**config.mk**
```make
export PLATFORM = sky130hd
export DESIGN_NAME = zeroheti_addr_demux
export DESIGN_NICKNAME = d
export VERILOG_FILES = /design/src/rtl/zeroheti_addr_demux.sv
export SDC_FILE = /design/constraint.sdc
export NUM_CORES = 1
export LEC_CHECK = 0
export ABC_AREA = 1
export ABC_CLOCK_PERIOD_IN_PS = 4200
export CAP_MARGIN = 0
export CELL_PAD_IN_SITES_DETAIL_PLACEMENT = 0
export CELL_PAD_IN_SITES_GLOBAL_PLACEMENT = 2
export CORE_AREA = 2 2 175 177
export CTS_BUF_LIST = sky130_fd_sc_hd__clkbuf_4 sky130_fd_sc_hd__clkbuf_8
export DETAILED_ROUTE_END_ITERATION = 10
export DIE_AREA = 0 0 177 179
export GPL_TIMING_DRIVEN = 0
export PLACE_DENSITY = 0.86
export SETUP_SLACK_MARGIN = 0.3
export SLEW_MARGIN = 20
export SYNTH_ARGS = -nofsm -noshare
export SYNTH_HDL_FRONTEND = slang
export SYNTH_SLANG_ARGS = --single-unit
```
**constraint.sdc**
```tcl
create_clock -name clk_i -period 4.2 [get_ports clk_i]
set_input_delay 0.42 -clock clk_i [delete_from_list [all_inputs] [get_ports clk_i]]
set_output_delay 0.42 -clock clk_i [all_outputs]
set_load 0.01 [all_outputs]
```
**src/rtl/zeroheti_addr_demux.sv**
```systemverilog
// zeroHETI data-port address demultiplexer: runtime base/last regions, in-order response tracking.
// Optional error responder for unmapped addresses enabled by `define ZEROHETI_DEMUX_ERR_RESP_EN.
module zeroheti_addr_demux #(
    parameter int unsigned NumRules       = 2,
    parameter int unsigned MaxOutstanding = 4,
    parameter int unsigned AddrWidth      = 32,
    parameter int unsigned DataWidth      = 32
) (
    input  logic                          clk_i,
    input  logic                          rst_i,
    input  logic [NumRules*AddrWidth-1:0] rule_base_i,
    input  logic [NumRules*AddrWidth-1:0] rule_last_i,
    input  logic                          req_i,
    output logic                          gnt_o,
    input  logic [AddrWidth-1:0]          addr_i,
    input  logic                          we_i,
    input  logic [DataWidth/8-1:0]        be_i,
    input  logic [DataWidth-1:0]          wdata_i,
    output logic                          rvalid_o,
    output logic [DataWidth-1:0]          rdata_o,
    output logic                          err_o,
    output logic [NumRules-1:0]           sub_req_o,
    input  logic [NumRules-1:0]           sub_gnt_i,
    output logic [AddrWidth-1:0]          sub_addr_o,
    output logic                          sub_we_o,
    output logic [DataWidth/8-1:0]        sub_be_o,
    output logic [DataWidth-1:0]          sub_wdata_o,
    input  logic [NumRules-1:0]           sub_rvalid_i,
    input  logic [NumRules*DataWidth-1:0] sub_rdata_i,
    input  logic [NumRules-1:0]           sub_err_i
);

    localparam int unsigned SelW = $clog2(NumRules + 1);
    localparam int unsigned CntW = $clog2(MaxOutstanding + 1);

`ifdef ZEROHETI_DEMUX_ERR_RESP_EN
    localparam logic [SelW-1:0] ErrSel     = SelW'(NumRules);
    localparam logic [SelW-1:0] DefaultSel = ErrSel;
`else
    localparam logic [SelW-1:0] DefaultSel = SelW'(NumRules - 1);
`endif

    logic [SelW-1:0]      w_sel;
    logic                 w_allow;
    logic                 w_tgt_gnt;
    logic                 w_hs;
    logic                 w_resp_v;
    logic                 w_resp;
    logic [DataWidth-1:0] w_resp_data;
    logic                 w_resp_err;
    logic [CntW-1:0]      w_cnt_eff;

    logic [CntW-1:0]      r_cnt;
    logic [SelW-1:0]      r_last_sel;
`ifdef ZEROHETI_DEMUX_ERR_RESP_EN
    logic                 r_err_pend;
`endif

    // Address decode: scan downwards so the lowest hitting rule has the final say.
    always_comb begin
        w_sel = DefaultSel;
        for (int k = NumRules - 1; k >= 0; k--) begin
            if ((addr_i >= rule_base_i[k*AddrWidth +: AddrWidth]) &&
                (addr_i <  rule_last_i[k*AddrWidth +: AddrWidth])) begin
                w_sel = SelW'(k);
            end else begin
                w_sel = w_sel;
            end
        end
    end

    // Response source: the port that owns the outstanding transactions.
    always_comb begin
        w_resp_v    = 1'b0;
        w_resp_data = {DataWidth{1'b0}};
        w_resp_err  = 1'b0;
        for (int k = 0; k < NumRules; k++) begin
            if (r_last_sel == SelW'(k)) begin
                w_resp_v    = sub_rvalid_i[k];
                w_resp_data = sub_rdata_i[k*DataWidth +: DataWidth];
                w_resp_err  = sub_err_i[k];
            end else begin
                w_resp_v    = w_resp_v;
            end
        end
`ifdef ZEROHETI_DEMUX_ERR_RESP_EN
        if (r_last_sel == ErrSel) begin
            w_resp_v    = r_err_pend;
            w_resp_data = {DataWidth{1'b0}};
            w_resp_err  = 1'b1;
        end else begin
            w_resp_v    = w_resp_v;
        end
`endif
    end

    assign w_resp = w_resp_v & (r_cnt != {CntW{1'b0}});

    // A response retiring this cycle frees its slot immediately, so a stalled or target-switching
    // request can issue in the same cycle the blocking response returns.
    assign w_cnt_eff = r_cnt - CntW'(w_resp);
    assign w_allow   = (w_cnt_eff == {CntW{1'b0}}) ||
                       ((w_sel == r_last_sel) && (w_cnt_eff < CntW'(MaxOutstanding)));

    // Request steering and selection of the target's grant.
    always_comb begin
        sub_req_o = {NumRules{1'b0}};
        w_tgt_gnt = 1'b0;
        for (int k = 0; k < NumRules; k++) begin
            if (w_sel == SelW'(k)) begin
                sub_req_o[k] = req_i & w_allow;
                w_tgt_gnt    = sub_gnt_i[k];
            end else begin
                sub_req_o[k] = 1'b0;
            end
        end
`ifdef ZEROHETI_DEMUX_ERR_RESP_EN
        if (w_sel == ErrSel) begin
            w_tgt_gnt = req_i;
        end else begin
            w_tgt_gnt = w_tgt_gnt;
        end
`endif
    end

    assign gnt_o = w_tgt_gnt & w_allow;
    assign w_hs  = req_i & gnt_o;

    assign rvalid_o = w_resp;
    assign rdata_o  = w_resp ? w_resp_data : {DataWidth{1'b0}};
    assign err_o    = w_resp & w_resp_err;

    assign sub_addr_o  = addr_i;
    assign sub_we_o    = we_i;
    assign sub_be_o    = be_i;
    assign sub_wdata_o = wdata_i;

    // Outstanding-transaction bookkeeping.
    always_ff @(posedge clk_i) begin
        if (rst_i) begin
            r_cnt      <= {CntW{1'b0}};
            r_last_sel <= {SelW{1'b0}};
`ifdef ZEROHETI_DEMUX_ERR_RESP_EN
            r_err_pend <= 1'b0;
`endif
        end else begin
            r_cnt <= r_cnt + CntW'(w_hs) - CntW'(w_resp);
            if (w_hs) begin
                r_last_sel <= w_sel;
            end else begin
                r_last_sel <= r_last_sel;
            end
`ifdef ZEROHETI_DEMUX_ERR_RESP_EN
            r_err_pend <= w_hs & (w_sel == ErrSel);
`endif
        end
    end

endmodule

```
==> results.tsv, run 1 <==
metric	value	unit
grt_pass1_vias	3499	
grt_start_max_net_pins	11	
synth_nets	822	
cp.required	3.78	ns
vias	3786	
drcViolationCount	0	
syn_inst	485	
htreeDepth	1	
ff_latch_area	80.08	um2
end_kind	primary output	
cts_tree	yes	
cts_root_buf	clkbuf_8	
yosysTopAreaCellShare	28.22	%
syn-cell-area	0.002927	mm2
wl_per_cell	11.00	um
clk_path_buf_depth	2	
crit_family	simple AND/OR/NAND/NOR gates	
worstSkewPairLatency	0.22	ns
fillers	3368	
yosysSeqAreaShare	2.736	%
drtPass1Iterations	4	
fin_crit	3.587	ns
worst_pin_slew	0.5397	ns
initial_utilization	9.746	%
die_x	177	um
grt_first_pass_wirelength	18.04	mm
io_buffers	274	
cts_buffers	3	
finalCritPeriodShare	85.40	%
final-max-slew-violation-count	0	
dieHeight	179	um
worstHoldPathType	reg -> reg	
ys_seq_elements	4	
crit_type	in -> out	
power.internal	0.0007112	W
swShare	44.44	%
ys_warn_count	0	
startpoint_type	input pin	
power_density	205.6	mW/mm2
fmax	278.8	MHz
arrival	3.17	ns
synth.area.top_cells	ha_1 (28%), buf_4 (18%), nand2_1 (16%)	
hold_viol_final	0	
path_cells	clkdlybuf4s50_1 -> inv_1 -> ha_1 -> nand2_1 -> nor2_1 -> nand4_1 -> nor4_2 -> nand2_1 -> nand4_1 -> nand3_2 -> nand2_2 -> nand3b_1 -> inv_1 -> clkdlybuf4s50_1	
combPwrFrac	88.4	%
cts.sink_count	4	
drive_gt1_share	11.68	%
synthArstFlopShare	0	%
die-area	0.03168	mm2
holdWs	0.5094	ns
leakage	2.945	nW
synth_top_cell_by_area	ha_1	
ir_drop	0.1563	mV
hpwl	11.57	mm
io_pins	376	
switchingPower	0.0005689	W
p_clk_share	6.4	%
multi_input_area	0.001962	mm2
critPathMaxStageDelay	0.53	ns
drt-total-wl	12.74	mm
hold_buffers	0	
cp_num_buf_inv	4	
path_clk_slew	0.03	ns
relSlewSlack	64.02	%
maxCapViolations	0	
rsz0062_at_grt	false	
synthFlopType	dfxtp_1	
postCtsSetupRepairBufs	0	
syn_avg_cell_area	6.034	um2
finalPower	0.001280	W
ant_nets	0	
core_area	0.03003	mm2
rows	64	
slowest_stage	clkdlybuf4s50_1	
antenna_found_initial	1	
layout.nets	1101	
via_per_inst	3.267	
syn_to_final_growth	112.7	%
grt-ovfl-total	0	
track_usage	7.203	%
path_max_fanout	3	
seqPwrFrac	5.2	%
setup_viol	0	
skew	0.003260	ns
status	finished, final reports clean	
drt-initial-drc-count	110	
synth_edf_count	0	
place_congestion	0.7263	
ys_types	29	
[repair_timing]
item,in CTS,in global routing
resized for setup,4,3
endpoints found under the hold margin,0,0
setup endpoints to repair,5,4
[per-layer routing]
metal	vias to the layer above	track usage (%)	share of wire, %
li1	2026	-	-
met1	1609	9.155	43
met2	145	12.91	50
met3	6	1.484	7.1
met4	0	0.6543	0.42
met5	-	0	0
[cell families (layout without fill, tap and decap cells)]
| logic type | Yosys count | in the layout | synth area share (%) |
|---|---|---|---|
| buffers and inverters | 169 | 446 | 30.57 |
| and+or+nand+nor | 161 | 161 | 22.66 |
| AOI/OAI and AO/OA | 82 | 82 | 14.54 |
| adders and majority gates | 67 | 67 | 28.90 |
| DFF | 4 | 4 | 2.736 |
| xor gates and xnor gates | 2 | 2 | 0.5987 |
| other | 0 | 1 | 0 |
[through the flow]
step	util (%)	area (um2)	cells	setup TNS (ns)	worst slack, ns
finish	20.73	6225	1159	0	0.6132
global route	20.72	6222	1158	0	0.3974
CTS	20.70	6215	1158	0	0.3676
detailed placement	20.53	6165	1155	-0.1376	-0.1353
global placement	20.53	6165	1155	-0.1333	-0.1146
floorplan	-	2927	485	0	0.8380
[power by group through the flow]
stage | Combinational [W] | Sequential, W | Clock [W]
after floorplan | 0.000544 | 0.0000637 | 0
after global placement | 0.00114 | 0.0000665 | 0
after detailed placement | 0.00114 | 0.0000677 | 0
after CTS | 0.00115 | 0.0000677 | 0.0000828
after global routing | 0.00126 | 0.0000689 | 0.0000889
final | 0.00113 | 0.0000670 | 0.0000815
[worst reg2reg max path, stage by stage, from the launching register on]
cell and delay [ns]:
dfxtp_1 0.35, or2_2 0.31, o21ai_2 0.31, buf_4 0.26
inv_1 0.08, ha_1 0.23, ha_1 0.20, xnor2_1 0.22
nand3_1 0.15, nand2_2 0.12, nand3_2 0.09, inv_1 0.07
ha_1 0.14, inv_1 0.05, fa_1 0.38, xor2_1 0.16
o21ai_0 0.14, a21oi_1 0.05
[Yosys cell counts (2+ instances only)]
master and n:
a21oi_1 65, buf_4 69, clkbuf_1 9, clkinv_1 2, dfxtp_1 4, ha_1 66, inv_1 83, inv_2 5
nand2_1 123, nand2_2 2, nand3_1 4, nand3_2 3, nand4_1 6, nor2_1 16, nor3_1 3, o21a_1 3
o21ai_0 5, o21ai_1 6
[flip-flops by register name, indices dropped and copies added (netlist names)]
| register | cells |
|---|---|
| r_last_sel | 1 |
| r_cnt | 3 |
[area by class of cell]
cell class	count	share of cell area (%)
Antenna cell	1	0.04020
Buffer	79	9.005
Clock buffer	3	0.6633
Inverter	90	5.467
Multi-Input combinational cell	312	31.52
Sequential cell	4	1.286
Tap cell	396	7.960
Timing Repair Buffer	274	44.06
[cells in the final DEF (no fill, tap or decap), drive strengths merged]
master	n
o21a	3
clkdlybuf4s50	274
nand3	7
fa	1
nor4	1
or2	1
xnor2	1
nand4	6
buf	71
a21o	1
clkinv	1
nand2	125
o21ai	11
inv	89
o21bai	1
dfxtp	4
ha	66
diode	1
nand3b	1
clkbuf	11
a21oi	65
o211ai	1
nor2	17
xor2	1
nor3	3
[path summary, 6_finish.rpt]
| path | start | end | slack [ns] | cells after the start |
|---|---|---|---|---|
| min | r_cnt[1] | r_cnt[2] | 0.51 | 1 |
| max reg2reg | r_cnt[1] | r_cnt[2] | 0.78 | 17 |
| max | rule_last_i[31] | sub_req_o[0] | 0.61 | 14 |
| min reg2reg | r_cnt[1] | r_cnt[2] | 0.51 | 1 |
No activity file was read; power rests on OpenSTA's default activity.
==> run 2, diff against run 1 <==
ABC_CLOCK_PERIOD_IN_PS = 4550   (was 4200)
CORE_AREA = 2 2 234 121   (was 2 2 175 177)
DIE_AREA = 0 0 236 123   (was 0 0 177 179)
PLACE_DENSITY = 0.93   (was 0.86)
clock period = 4.55 ns   (was 4.2 ns; I/O delays follow)
==> results.tsv, run 2 (same netlist as run 1, synthesis figures left out) <==
metric	value	unit
dieHeight	123	um
die-area	0.02903	mm2
relSlewSlack	61.47	%
cp.required	4.09	ns
status	finished, final reports clean	
end_kind	primary output	
fillers	3017	
track_usage	9.618	%
fmax	261.2	MHz
drtPass1Iterations	5	
holdWs	0.5147	ns
worstHoldPathType	reg -> reg	
io_pins	376	
setup_viol	0	
placed_cell_area	0.006120	mm2
arrival	3.37	ns
drcViolationCount	0	
syn_to_final_growth	110.8	%
slowest_stage	clkdlybuf4s50_1	
hpwl	14.28	mm
n_antenna_cell	0	
ant_nets	0	
io_buffers	274	
path_clk_slew	0.03	ns
startpoint_type	flip-flop	
finalCritPeriodShare	84.15	%
power_density	195.0	mW/mm2
drt-initial-drc-count	155	
grt_first_pass_wirelength	21.19	mm
path_max_fanout	10	
fin_crit	3.829	ns
cts_root_buf	clkbuf_8	
ir_drop	0.08258	mV
path_cells	buf_2 -> clkinvlp_4 -> nand2_1 -> nand2_1 -> o21ai_2 -> clkbuf_2 -> inv_1 -> ha_1 -> ha_1 -> xnor2_1 -> nand3_1 -> nand2_2 -> nand3b_1 -> inv_1 -> clkdlybuf4s50_1	
rows	43	
drt-total-wl	15.28	mm
skew	0.001514	ns
wl_per_cell	13.62	um
via_per_inst	3.426	
cts_tree	yes	
crit_type	reg -> out	
worstSkewPairLatency	0.22	ns
htreeDepth	1	
reg.largest.list	r_cnt x3, r_last_sel x1	
maxCapViolations	0	
largest_reg_flops	3	
die_x	236	um
ff_latch_area	80.08	um2
grt-ovfl-total	0	
hold_viol_final	0	
finish.utilization	22.80	%
rsz0062_at_grt	false	
leakage	2.942	nW
clk_path_buf_depth	2	
multi_input_area	0.001956	mm2
layout_commonest_cell	clkdlybuf4s50_1	
vias	3844	
cts.sink_count	4	
place_congestion	0.8450	
drive_gt1_share	11.55	%
worst_pin_slew	0.5780	ns
core_area	0.02706	mm2
initial_utilization	10.81	%
grt_start_max_net_pins	11	
layout_common_cells	clkdlybuf4s50_1 (274), nand2_1 (123), inv_1 (83), buf_4 (69), ha_1 (66)	
layout.nets	1101	
grt_pass1_vias	3488	
fin_setup_tns	0	ns
antenna_found_initial	1	
final-max-slew-violation-count	0	
critPathMaxStageDelay	0.54	ns
largest_register	r_cnt	
cts_buffers	3	
final_cell_area	0.006170	mm2
run 2: changes by cell type in the layout (fill, tap and decap cells not counted):
cell and delta:
clkinvlp_4 +1, nor4_2 -1, buf_4 -1, inv_4 -1
nor4_1 +1, diode_2 -1, clkbuf_2 +1
run 2: report_power, final:
group          leakage, nW  internal, W  switching, W
combinational         2.89     0.000550      0.000516
sequential          0.0330    0.0000495     0.0000122
clock               0.0216    0.0000565     0.0000192
run 2: area by class of cell:
| cell class | count | share of cell area [%] |
|---|---|---|
| Clock buffer | 3 | 0.6692 |
| Tap cell | 360 | 7.301 |
| Timing Repair Buffer | 274 | 44.45 |
| Buffer | 79 | 9.045 |
| Sequential cell | 4 | 1.298 |
| Multi-Input combinational cell | 312 | 31.70 |
| Inverter | 90 | 5.536 |
run 2: worst paths after layout:
path	slack, ns	startpoint	cells past startpoint	endpoint
min	0.51	r_cnt[1]	1	r_cnt[2]
max	0.72	r_last_sel[0]	15	sub_req_o[0]
max reg2reg	0.86	r_last_sel[0]	20	r_cnt[2]
min reg2reg	0.51	r_cnt[1]	1	r_cnt[2]
run 2: timing repair:
action,4_1_cts,5_1_grt
endpoints found under the setup margin,0,4
hold buffers,0,0
resized for setup,0,4
buffers inserted,0,0
run 2: through the flow:
| stage | total power (W) | setup WS [ns] | std cells |
|---|---|---|---|
| final | 0.001203 | 0.7212 | 1122 |
| after global routing | 0.001316 | 0.4312 | 1122 |
| after CTS | 0.001210 | 0.3106 | 1122 |
| after detailed placement | 0.001126 | 0.4778 | 1119 |
| after global placement | 0.001119 | 0.5000 | 1119 |
| after floorplan | 0.0005612 | 1.188 | 485 |
run 2: worst max-delay path: cells and delay by family, from the launching register on:
family,cells,cell delay [ns]
AOI/OAI and AO/OA,1,0.15
xor gates and xnor gates,1,0.23
adders and majority gates,2,0.45
buffers and inverters,6,1.48
DFF,1,0.29
and+or+nand+nor,5,0.53
run 2: layer usage:
| metal | vias up | track usage, % | part of all wire (%) |
|---|---|---|---|
| li1 | 2028 | - | - |
| met4 | 2 | 1.035 | 0.91 |
| met3 | 16 | 0.9377 | 2.9 |
| met5 | - | 0 | 0.085 |
| met2 | 77 | 14.27 | 44 |
| met1 | 1721 | 15.13 | 52 |
==> run 3, diff against run 2 <==
ABC_CLOCK_PERIOD_IN_PS = 3380   (was 4550)
CORE_AREA = 2 2 245 126   (was 2 2 234 121)
DIE_AREA = 0 0 247 128   (was 0 0 236 123)
PLACE_DENSITY = 0.9   (was 0.93)
clock period = 3.38 ns   (was 4.55 ns; I/O delays follow)
==> results.tsv, run 3 (same netlist as run 1, synthesis figures left out) <==
metric	value	unit
status	finished, final reports clean	
power_density	267.6	mW/mm2
drive_gt1_share	32.99	%
grt_first_pass_wirelength	21.76	mm
vias	4010	
fin_crit	2.958	ns
path_clk_slew	0.03	ns
clk_path_buf_depth	2	
ir_drop	0.1479	mV
via_per_inst	3.404	
cts.sink_count	4	
layout_commonest_cell	clkdlybuf4s50_1	
skew	0.001569	ns
cp.required	3.52	ns
grt_pass1_vias	3665	
antenna_found_initial	0	
place_ws	-0.2623	ns
p_clk_share	5.3	%
hold_depth	1	
worstHoldPathType	reg -> reg	
cts_root_buf	clkbuf_8	
hold_viol_final	0	
final-max-slew-violation-count	0	
critPathMaxStageDelay	0.35	ns
finalCritPeriodShare	87.53	%
path_cells	dlygate4sd2_1 -> ha_4 -> nand4_1 -> a21oi_1 -> nor2_1 -> nand2_2 -> nand2_2 -> nand2_4 -> nand3_4 -> nand2_2 -> nand3_2 -> nand2_2 -> nand3_2 -> inv_2 -> ha_4 -> inv_2 -> fa_2 -> xor2_1 -> o21ai_1 -> a21oi_1	
grt_start_max_net_pins	11	
reg2regPathDepth	17	
drt-total-wl	16.14	mm
layout_common_cells	clkdlybuf4s50_1 (198), nand2_1 (99), buf_4 (86), a21oi_1 (49), inv_1 (46)	
switchingPower	0.0008721	W
fmax	338.0	MHz
path_max_fanout	5	
largest_register	r_cnt	
swShare	45.45	%
hpwl	13.98	mm
die-area	0.03162	mm2
worstSkewPairLatency	0.22	ns
cts_buffers	3	
holdPathEnd	r_cnt[2]	
layout.nets	1118	
rows	45	
ant_nets	0	
setup_viol	0	
io_buffers	274	
track_usage	9.171	%
place_congestion	0.8104	
startpoint_type	input pin	
end_kind	flip-flop	
path_common_cell	nand2_2	
core_area	0.02967	mm2
combPwrFrac	90.1	%
syn_to_final_growth	145.1	%
htreeDepth	1	
relSlewSlack	55.45	%
arrival	3.09	ns
die_x	247	um
n_antenna_cell	0	
drtPass1Iterations	6	
dp.cells	1158	
initial_utilization	9.863	%
power.internal	0.001047	W
dieHeight	128	um
hp-start	r_cnt[1]	
worst_pin_slew	0.6683	ns
wl_per_cell	13.70	um
crit_type	in -> reg	
fillers	3258	
grt-ovfl-total	0	
rsz0062_at_grt	false	
cts_tree	yes	
ff_latch_area	82.58	um2
leakage	3.370	nW
slowest_stage	dlygate4sd2_1	
crit_family	simple AND/OR/NAND/NOR gates	
drt-initial-drc-count	124	
seqPwrFrac	4.7	%
finalPower	0.001919	W
largest_reg_flops	3	
hold_buffers	0	
drcViolationCount	0	
io_pins	376	
fin_ws	0.4215	ns
timing.rr.end	r_cnt[2]	
multi_input_area	0.002773	mm2
rrSetupSlack	0.45	ns
maxCapViolations	0	
reg.largest.list	r_cnt x3, r_last_sel x1	
rr_startpoint	r_cnt[1]	
fin_cells	1178	
cp_num_buf_inv	3	
run 3: cell count changes in the layout (fill, tap and decap cells not counted), moves of 36 or more:
cell / previous run / this run
clkdlybuf4s50_1: 274 / 198
ha_1: 66 / 19
ha_4: 0 / 42
inv_1: 83 / 46
inv_2: 5 / 42
dlygate4sd2_1: 0 / 36
run 3: routing by layer:
layer	wire length, um	global-route usage, %
met1	7897	13.81
met2	7517	13.79
met3	496	1.298
met4	225	1.595
met5	0	0
run 3: worst max path at each step:
stage | start | to | slack (ns) | cells past startpoint
after floorplan | r_cnt[1] | r_cnt[2] | 0.32 | 17
after global placement | rule_last_i[29] | r_cnt[2] | -0.27 | 19
after detailed placement | addr_i[31] | r_cnt[2] | -0.26 | 18
after CTS | rule_base_i[26] | r_cnt[2] | 0.30 | 21
after global routing | rule_last_i[17] | r_cnt[2] | 0.27 | 20
final | addr_i[15] | r_cnt[2] | 0.42 | 20
run 3: final cells by class:
type | instances | share of cell area [%]
sequential | 4 | 1.151
multi-input combinational | 312 | 38.66
clock buffer | 3 | 0.5757
inverter | 90 | 4.815
buffer | 79 | 7.990
timing repair buffer | 291 | 39.85
tap | 399 | 6.961
run 3: per-stage QoR:
stage	TNS (ns)	hold WS, ns	cell area (um2)	utilization (%)
floorplan	0	0.4047	2949	-
global placement	-0.6991	0.5015	6191	20.86
detailed placement	-0.7011	0.5084	6191	20.86
CTS	0	0.5587	6683	22.52
global route	0	0.5216	7172	24.17
finish	0	0.4949	7172	24.17
run 3: timing repair:
| item | in CTS | in global routing |
|---|---|---|
| buffers inserted | 13 | 4 |
| resized for setup | 133 | 129 |
| endpoints found under the setup margin | 5 | 6 |
| pin swaps | 63 | 76 |
run 3: worst reg2reg max path, delay by kind of cell, from the launching register on:
kind            cells  cell delay [ns]
fa+ha+maj           4             0.85
simple gates        4             0.63
compound gates      3             0.38
xor+xnor            2             0.36
flops               1             0.34
buf+inv             4             0.31
run 3: power groups by stage:
stage               combinational, W  sequential, W  clock, W
floorplan                   0.000699      0.0000813         0
global placement             0.00148      0.0000849         0
detailed placement           0.00148      0.0000849         0
CTS                          0.00163      0.0000868  0.000102
global route                 0.00189      0.0000928  0.000108
finish                       0.00173      0.0000899  0.000101
